**config.mk**
```make
export PLATFORM = sky130hd
export DESIGN_NAME = bp_reg_initiator
export DESIGN_NICKNAME = d
export VERILOG_FILES = /design/src/rtl/bp_reg_pkg.sv /design/src/rtl/bp_reg_initiator.sv
export SDC_FILE = /design/constraint.sdc
export NUM_CORES = 1
export LEC_CHECK = 0
export CORE_MARGIN = 5
export CORE_UTILIZATION = 49
export DETAILED_ROUTE_END_ITERATION = 10
export GPL_ROUTABILITY_DRIVEN = 0
export PLACE_DENSITY = 0.85
export SETUP_SLACK_MARGIN = 0.5
export SLEW_MARGIN = 20
export SYNTH_ARGS = -nofsm -noshare
export SYNTH_HDL_FRONTEND = slang
export SYNTH_SLANG_ARGS = --single-unit
```
**constraint.sdc**
```tcl
create_clock -name i_clk -period 2 [get_ports i_clk]
set_input_delay 0.2 -clock i_clk [delete_from_list [all_inputs] [get_ports i_clk]]
set_output_delay 0.2 -clock i_clk [all_outputs]
set_load 0.005 [all_outputs]
```
**src/rtl/bp_reg_pkg.sv**
```systemverilog
// Shared types and constants for the bytepipe register-access initiator.
// The command byte carries the write flag in its top bit and the register address below it.
package bp_reg_pkg;

    typedef enum logic [2:0] {
        IDLE    = 3'd0,
        TX_CMD  = 3'd1,
        TX_DATA = 3'd2,
        RX_DATA = 3'd3,
        RSP     = 3'd4
    } bpState_t;

    localparam int BP_CMD_WRITE_BIT = 7;
    localparam int BP_ADDR_W        = 7;
    localparam int BP_DATA_W        = 8;

    function automatic logic [BP_DATA_W-1:0] bpCmdByte(input logic isWrite,
                                                      input logic [BP_ADDR_W-1:0] addr);
        logic [BP_DATA_W-1:0] cmd;
        cmd = {1'b0, addr};
        cmd[BP_CMD_WRITE_BIT] = isWrite;
        return cmd;
    endfunction

endpackage

```
**src/rtl/bp_reg_initiator.sv**
```systemverilog
// Host-side bytepipe register initiator: sends command/data bytes to the bpReg
// responder and returns one completion per request (read data or timeout).
module bp_reg_initiator
    import bp_reg_pkg::*;
#(
    parameter int TIMEOUT_CYCLES = 1024,
    parameter int DROPCOUNT_W    = 8
) (
    input  logic                   i_clk,
    input  logic                   i_rst_n,
    input  logic                   i_cg,
    input  logic                   i_req_valid,
    output logic                   o_req_ready,
    input  logic                   i_req_write,
    input  logic [BP_ADDR_W-1:0]   i_req_addr,
    input  logic [BP_DATA_W-1:0]   i_req_wdata,
    output logic                   o_rsp_valid,
    input  logic                   i_rsp_ready,
    output logic [BP_DATA_W-1:0]   o_rsp_rdata,
    output logic                   o_rsp_timeout,
    output logic [BP_DATA_W-1:0]   o_bp_data,
    output logic                   o_bp_valid,
    input  logic                   i_bp_ready,
    input  logic [BP_DATA_W-1:0]   i_bp_data,
    input  logic                   i_bp_valid,
    output logic                   o_bp_ready,
    output logic                   o_busy,
    output logic [DROPCOUNT_W-1:0] o_dropCount,
    output bpState_t               o_state
);

    // Handshakes: every valid/ready pair transfers on a rising edge where both
    // are high; a raised valid and its data hold until that edge. With i_cg low
    // all handshake outputs drop so nothing transfers and all state holds.

    localparam int CNT_W = $clog2(TIMEOUT_CYCLES + 1);
    localparam logic [CNT_W-1:0] CNT_LAST = CNT_W'(TIMEOUT_CYCLES - 1);

    bpState_t               state, stateNext;
    logic                   reqWrite, reqWriteNext;
    logic [BP_ADDR_W-1:0]   reqAddr, reqAddrNext;
    logic [BP_DATA_W-1:0]   reqWdata, reqWdataNext;
    logic [BP_DATA_W-1:0]   rspRdata, rspRdataNext;
    logic                   rspTimeout, rspTimeoutNext;
    logic [CNT_W-1:0]       toCnt, toCntNext;
    logic [DROPCOUNT_W-1:0] dropCount, dropCountNext;

    always_ff @(posedge i_clk or negedge i_rst_n) begin
        if (!i_rst_n) begin
            state      <= IDLE;
            reqWrite   <= 1'b0;
            reqAddr    <= '0;
            reqWdata   <= '0;
            rspRdata   <= '0;
            rspTimeout <= 1'b0;
            toCnt      <= '0;
            dropCount  <= '0;
        end else begin
            state      <= stateNext;
            reqWrite   <= reqWriteNext;
            reqAddr    <= reqAddrNext;
            reqWdata   <= reqWdataNext;
            rspRdata   <= rspRdataNext;
            rspTimeout <= rspTimeoutNext;
            toCnt      <= toCntNext;
            dropCount  <= dropCountNext;
        end
    end

    always_comb begin
        stateNext      = state;
        reqWriteNext   = reqWrite;
        reqAddrNext    = reqAddr;
        reqWdataNext   = reqWdata;
        rspRdataNext   = rspRdata;
        rspTimeoutNext = rspTimeout;
        toCntNext      = toCnt;
        dropCountNext  = dropCount;
        if (i_cg) begin
            case (state)
                IDLE: begin
                    if (i_req_valid) begin
                        reqWriteNext = i_req_write;
                        reqAddrNext  = i_req_addr;
                        reqWdataNext = i_req_wdata;
                        stateNext    = TX_CMD;
                    end
                end
                TX_CMD: begin
                    if (i_bp_ready) begin
                        if (reqWrite) begin
                            stateNext = TX_DATA;
                        end else begin
                            stateNext = RX_DATA;
                            toCntNext = '0;
                        end
                    end
                end
                TX_DATA: begin
                    if (i_bp_ready) begin
                        rspRdataNext   = '0;
                        rspTimeoutNext = 1'b0;
                        stateNext      = RSP;
                    end
                end
                RX_DATA: begin
                    // A reply arriving on the terminal-count cycle still beats the timeout.
                    if (i_bp_valid) begin
                        rspRdataNext   = i_bp_data;
                        rspTimeoutNext = 1'b0;
                        stateNext      = RSP;
                    end else if (toCnt == CNT_LAST) begin
                        rspRdataNext   = '0;
                        rspTimeoutNext = 1'b1;
                        stateNext      = RSP;
                    end else begin
                        toCntNext = toCnt + 1'b1;
                    end
                end
                RSP: begin
                    if (i_rsp_ready) begin
                        stateNext = IDLE;
                    end
                end
                default: stateNext = IDLE;
            endcase
            // Bytes accepted outside RX_DATA (late replies included) are strays.
            if (i_bp_valid && state != RX_DATA && state != RSP && !(&dropCount)) begin
                dropCountNext = dropCount + 1'b1;
            end
        end
    end

    always_comb begin
        o_bp_data = '0;
        case (state)
            TX_CMD:  o_bp_data = bpCmdByte(reqWrite, reqAddr);
            TX_DATA: o_bp_data = reqWdata;
            default: o_bp_data = '0;
        endcase
    end

    assign o_req_ready   = i_cg && (state == IDLE);
    assign o_bp_valid    = i_cg && (state == TX_CMD || state == TX_DATA);
    assign o_bp_ready    = i_cg && (state != RSP);
    assign o_rsp_valid   = i_cg && (state == RSP);
    assign o_rsp_rdata   = rspRdata;
    assign o_rsp_timeout = rspTimeout;
    assign o_busy        = (state != IDLE);
    assign o_dropCount   = dropCount;
    assign o_state       = state;

endmodule

```
Word level (Yosys, flattened, before mapping)
Index checks and enable logic that the tools add are counted.

Output and inout port bits: 33. Logic and storage cells: 66. Bits in registers: 47.

$add $sub $neg: 2. Reductions and logical operators: 19. Muxes and demuxes: 22. Equality and inequality tests: 15.

Operators with widths (number): $mux 11 (4); $pmux 8 s2 (2); $mux 8 (3); $pmux 11 s2 (1); $mux 3 (6); $pmux 3 s5 (1); $ne 2x2->1 const B (7); $reduce_and 6->1 (2); $add 11x1->11 const B (1); $eq 11x10->1 const B (1); $add 8x1->8 const B (1); $reduce_and 8->1 (1); $logic_and 1x1->1 (7); $eq 3x2->1 const B (2); $ne 3x3->1 const B (2); $mux 1 (4); $reduce_and 4->1 (1); $reduce_bool 2->1 (2); $eq 3x1->1 const B (1); $eq 3x3->1 const B (1); $logic_not 3->1 (1); $ne 3x2->1 const B (1); $reduce_and 3->1 (1); $reduce_bool 3->1 (1); 4 further kinds (4).

Longest topological paths before layout
Depth after elaboration: 5. Depth in mapped cells: 7. Gate-level depth less buffers: 5.

Least setup slack after synthesis
Ideal clock, no wire load.

Kind: register to register. Start: register toCnt[0]. End: register rspTimeout, in the netlist o_rsp_timeout. Required time: 1.875 ns. Buffers on the path: 1. Path slack: 0.289 ns. Period minus slack after synthesis: 1.711 ns. Arrival time: 1.586 ns. Stages on the path, launching flop included: 7. Cell sequence: dfrtp_1 -> ha_1 -> nand3_2 -> nor4_4 -> buf_4 -> o21ai_4 -> mux2_4.

Longest elaborated chain between the ends: 3.

RTL lines: start: declaration (line bp_reg_initiator.sv:45) `logic [CNT_W-1:0] toCnt, toCntNext;`; start signal: assignment (line bp_reg_initiator.sv:65) `toCnt <= toCntNext;`; $eq 11x10->1 (line bp_reg_initiator.sv:112) `end else if (toCnt == CNT_LAST) begin`; $ne 3x3->1 (no line); $reduce_and 4->1 (no line); end signal: assignment (line bp_reg_initiator.sv:64) `rspTimeout <= rspTimeoutNext;`; end: declaration (line bp_reg_initiator.sv:44) `logic rspTimeout, rspTimeoutNext;`.

Every way passes these cells. A chain may end at the register's enable or synchronous reset.

Worst setup path after layout
Start: register state[1], in the netlist o_state[1]. End: output port o_bp_data[0].

Longest elaborated chain between the ends: 2. Elaborated cells on any way between the ends: 3. Those cells by class: eq/ne: 2; mux: 1.

RTL lines: start: declaration (line bp_reg_initiator.sv:39) `bpState_t state, stateNext;`; start signal: assignment (line bp_reg_initiator.sv:59) `state <= stateNext;`; $eq 3x2->1 or $eq 3x1->1 (tied branches) (line bp_reg_initiator.sv:136) `case (state)`; $pmux 8 s2 (*) (line bp_reg_initiator.sv:136); end: declaration (line bp_reg_initiator.sv:21) `output logic [BP_DATA_W-1:0] o_bp_data,`.

Every way passes the cells marked *; elsewhere a longest branch is shown, timed or not.

==> flow_summary.json <==
{
  "rr_startpoint": "o_state[0]$_DFFE_PN0P_",
  "power_switching_share": 0.374,
  "syn_inst": 222,
  "crit_fanout": 5,
  "synth-seq-area-share": 0.480,
  "required_ps": 1800,
  "cts_root_buf": "clkbuf_8",
  "grt_setup_unrepaired": "true",
  "synth_edf_count": 0,
  "drt-initial-drc-count": 237,
  "clk_path_buf_depth": 2,
  "dieHeight_um": 80.7,
  "endpoint_kind": "output pin",
  "critPathLaunchType": "flip-flop",
  "fin_crit_sh": 0.922,
  "ys_seq_elements": 47,
  "syn_avg_cell_area_um2": 11.0,
  "ff2ff_path_depth": 5,
  "routedWlPerCell_um": 21.9,
  "cap_violations": 0,
  "slew_headroom": 0.693,
  "core_mm2": 0.00479,
  "path_delay_family": "buffers and inverters",
  "top_layer": "met4",
  "die-area_mm2": 0.00652,
  "postSynth.asyncResetShare": 1.00,
  "initial_utilization": 0.512,
  "first_pass_iters": 5,
  "p_leak_nw": 1.86,
  "drc": 0,
  "pre_cts_slack_ps": 64.2,
  "status": "complete, no violations",
  "dr_total_vias": 2560,
  "r2r_slack_ps": 170,
  "period_needed_ps": 1840,
  "setup_viol": 0,
  "fin_worst_skew_ps": 4.57,
  "drtAntennaViolNets": 0,
  "drt-met1-wl_um": 3570,
  "grt_pass1_wl_um": 12400,
  "num-nets-final": 386,
  "drive_gt1_frac": 0.489,
  "htree_levels": 2,
  "power_mw": 4.93,
  "grt_usage": 0.248,
  "clk_latency_ps": 310,
  "dp_hpwl_um": 4390,
  "seqPwrFrac": 0.329,
  "min_path_type": "primary input to asynchronous set/reset pin",
  "via_per_inst": 6.08,
  "p_per_area_mw_per_mm2": 1190,
  "cpMostUsedCell": "buf_6",
  "fp.dieW_um": 80.7,
  "post_synth_num_cell_types": 54,
  "arrival_ps": 1640,
  "grt_max_degree": 31,
  "overflow": 0,
  "routed_wl_um": 9200,
  "tightestPinTransition_ps": 460,
  "report.final.slew_viol_count": 0,
  "synth_top_area_share": 0.480,
  "path_clk_slew_ps": 90,
  "path_class": "flip-flop to output pin",
  "row_count": 25,
  "dr_wl_met3_um": 550,
  "synth_top_cell_by_area": "dfrtp_1",
  "p_comb_frac": 0.555,
  "area_delta_synth_final_pct": 68.8,
  "p_sw_mw": 1.84,
  "syn-cell-area_mm2": 0.00245,
  "cts_tree": "yes",
  "numPortBuffers": 63,
  "yosys_warnings": 0,
  "grt_pass1_vias": 2512,
  "slowest_delay_ps": 460,
  "internal_power_mw": 3.08,
  "setup_ws_ps": 157,
  "cts_sinks": 47,
  "slowest_stage": "dfrtp_2",
  "hold_violations": 0,
  "path_cells": "buf_6 -> nor2b_4 -> buf_6 -> buf_6 -> buf_6 -> a22oi_2 -> nor2_1 -> buf_2",
  "synth_fp_nets": 255,
  "clock.fmax_mhz": 543,
  "io_pins": 64,
  "ir_worst_vdd_uv": 798,
  "crit_buf_inv": 5,
  "ys_top_cells_by_area": "dfrtp_1 (48%), mux2_2 (7.8%), a21bo_2 (4.1%)",
  "finalSetupTns_ps": 0,
  "synth_ff_type": "dfrtp_1",
  "rr_endpoint": "o_state[0]$_DFFE_PN0P_",
  "p_clk_frac": 0.116,
  "numCtsBuffers": 5,
  "wl_met2_um": 4680,
  "antenna_cells": 0,
  "grt_antenna_before_repair": 0
}
## power by group through the flow
stage	Combinational [mW]	Sequential, mW	Clock (mW)
6_report	2.73	1.62	0.572
5_1_grt	2.88	1.65	0.615
4_1_cts	2.38	1.57	0.566
3_5_place_dp	1.78	1.60	0
3_3_place_gp	1.73	1.58	0
2_1_floorplan	1.03	1.52	0
## cell type report
class,instances,area (um^2)
fillers,217,647
flip-flops and latches,47,1190
repair buffers,134,1230
clock inverters,2,12.5
well taps,67,83.8
multi-input cells,159,1530
inverters,6,22.5
clock buffers,6,72.6
## layout by cell type (no fill, tap or decap), types with 3 or more instances in the layout
| cell type | n |
|---|---|
| nor3_4 | 6 |
| dfrtp_2 | 8 |
| nor3b_1 | 3 |
| inv_1 | 5 |
| buf_4 | 42 |
| nor4_4 | 4 |
| buf_6 | 24 |
| o22a_1 | 5 |
| nand4_1 | 10 |
| nand2_4 | 3 |
| nand3_1 | 7 |
| a22oi_1 | 4 |
| mux2i_1 | 3 |
| buf_2 | 13 |
| nor2_4 | 3 |
| mux2_4 | 3 |
| nor2_1 | 11 |
| dfrtp_1 | 39 |
| nand2_1 | 9 |
| clkdlybuf4s50_1 | 45 |
| xor2_1 | 6 |
| a22oi_2 | 4 |
| mux2_2 | 16 |
| clkbuf_8 | 5 |
| a21bo_2 | 10 |
| and3_1 | 3 |
## cell families (layout without fill, tap and decap cells)
kind of cell,Yosys count,in the layout,share of synthesized area
AO/OA/AOI/OAI,47,48,0.162
AND/OR/NAND/NOR,80,81,0.191
XOR/XNOR,6,6,0.0214
buffers and inverters,18,148,0.0352
adder cells (fa/ha/maj),2,2,0.0102
flip-flops,47,47,0.480
multiplexers,22,22,0.101
## Yosys cell counts, drive strengths merged (2+ instances only)
cell / count
mux2i: 3
clkbuf: 3
o21ai: 5
nor3: 9
nand2: 11
nand4: 10
dfrtp: 47
o22a: 5
mux2: 19
nor4: 5
a21bo: 10
nor2: 16
buf: 9
a21oi: 2
o2111ai: 2
xor2: 6
inv: 6
a21o: 2
nand2b: 3
ha: 2
a22oi: 8
nor2b: 3
nor3b: 4
and3: 3
nand3: 10
o31ai: 3
## how the worst max path moves through the flow
stage / endpoint / start / cells after the start
global placement: o_bp_valid / i_cg / 4
detailed placement: toCnt[8]$_DFFE_PN0P_ / i_cg / 5
floorplan: o_rsp_timeout$_DFFE_PN0P_ / toCnt[0]$_DFFE_PN0P_ / 6
global route: o_bp_data[0] / o_state[1]$_DFFE_PN0P_ / 8
finish: o_bp_data[0] / o_state[1]$_DFFE_PN0P_ / 8
CTS: o_bp_data[0] / o_state[1]$_DFFE_PN0P_ / 8
## flip-flops by register name (all words and copies together), names as in the netlist
name and flops:
o_rsp_timeout 1, reqAddr 7, reqWrite 1, reqWdata 8, o_rsp_rdata 8, o_state 3
o_dropCount 8, toCnt 11
## per-layer routing
| layer | up-vias | global-route usage |
|---|---|---|
| met5 | - | 0 |
| met4 | 0 | 0.0980 |
| met3 | 41 | 0.0576 |
| met2 | 148 | 0.423 |
| met1 | 1275 | 0.305 |
| li1 | 1096 | - |
## through the flow
stage / cells / util / cell area [um^2] / hold slack [ps]
after floorplan: 222 / - / 2510 / -95.6
after global routing: 421 / 0.865 / 4140 / 411
after global placement: 354 / 0.679 / 3250 / 156
after CTS: 405 / 0.814 / 3900 / 377
final: 421 / 0.865 / 4140 / 376
after detailed placement: 354 / 0.679 / 3250 / 158
## what timing repair did
action / CTS / global route
hold buffers: 1 / 0
setup buffers: 39 / 16
pin swaps: 35 / 25
endpoints found under the setup margin: 64 / 64
gates cloned: 3 / 0
gates resized for setup: 113 / 32
hold endpoints to repair: 17 / 0
No activity file was read; power rests on OpenSTA's default activity.
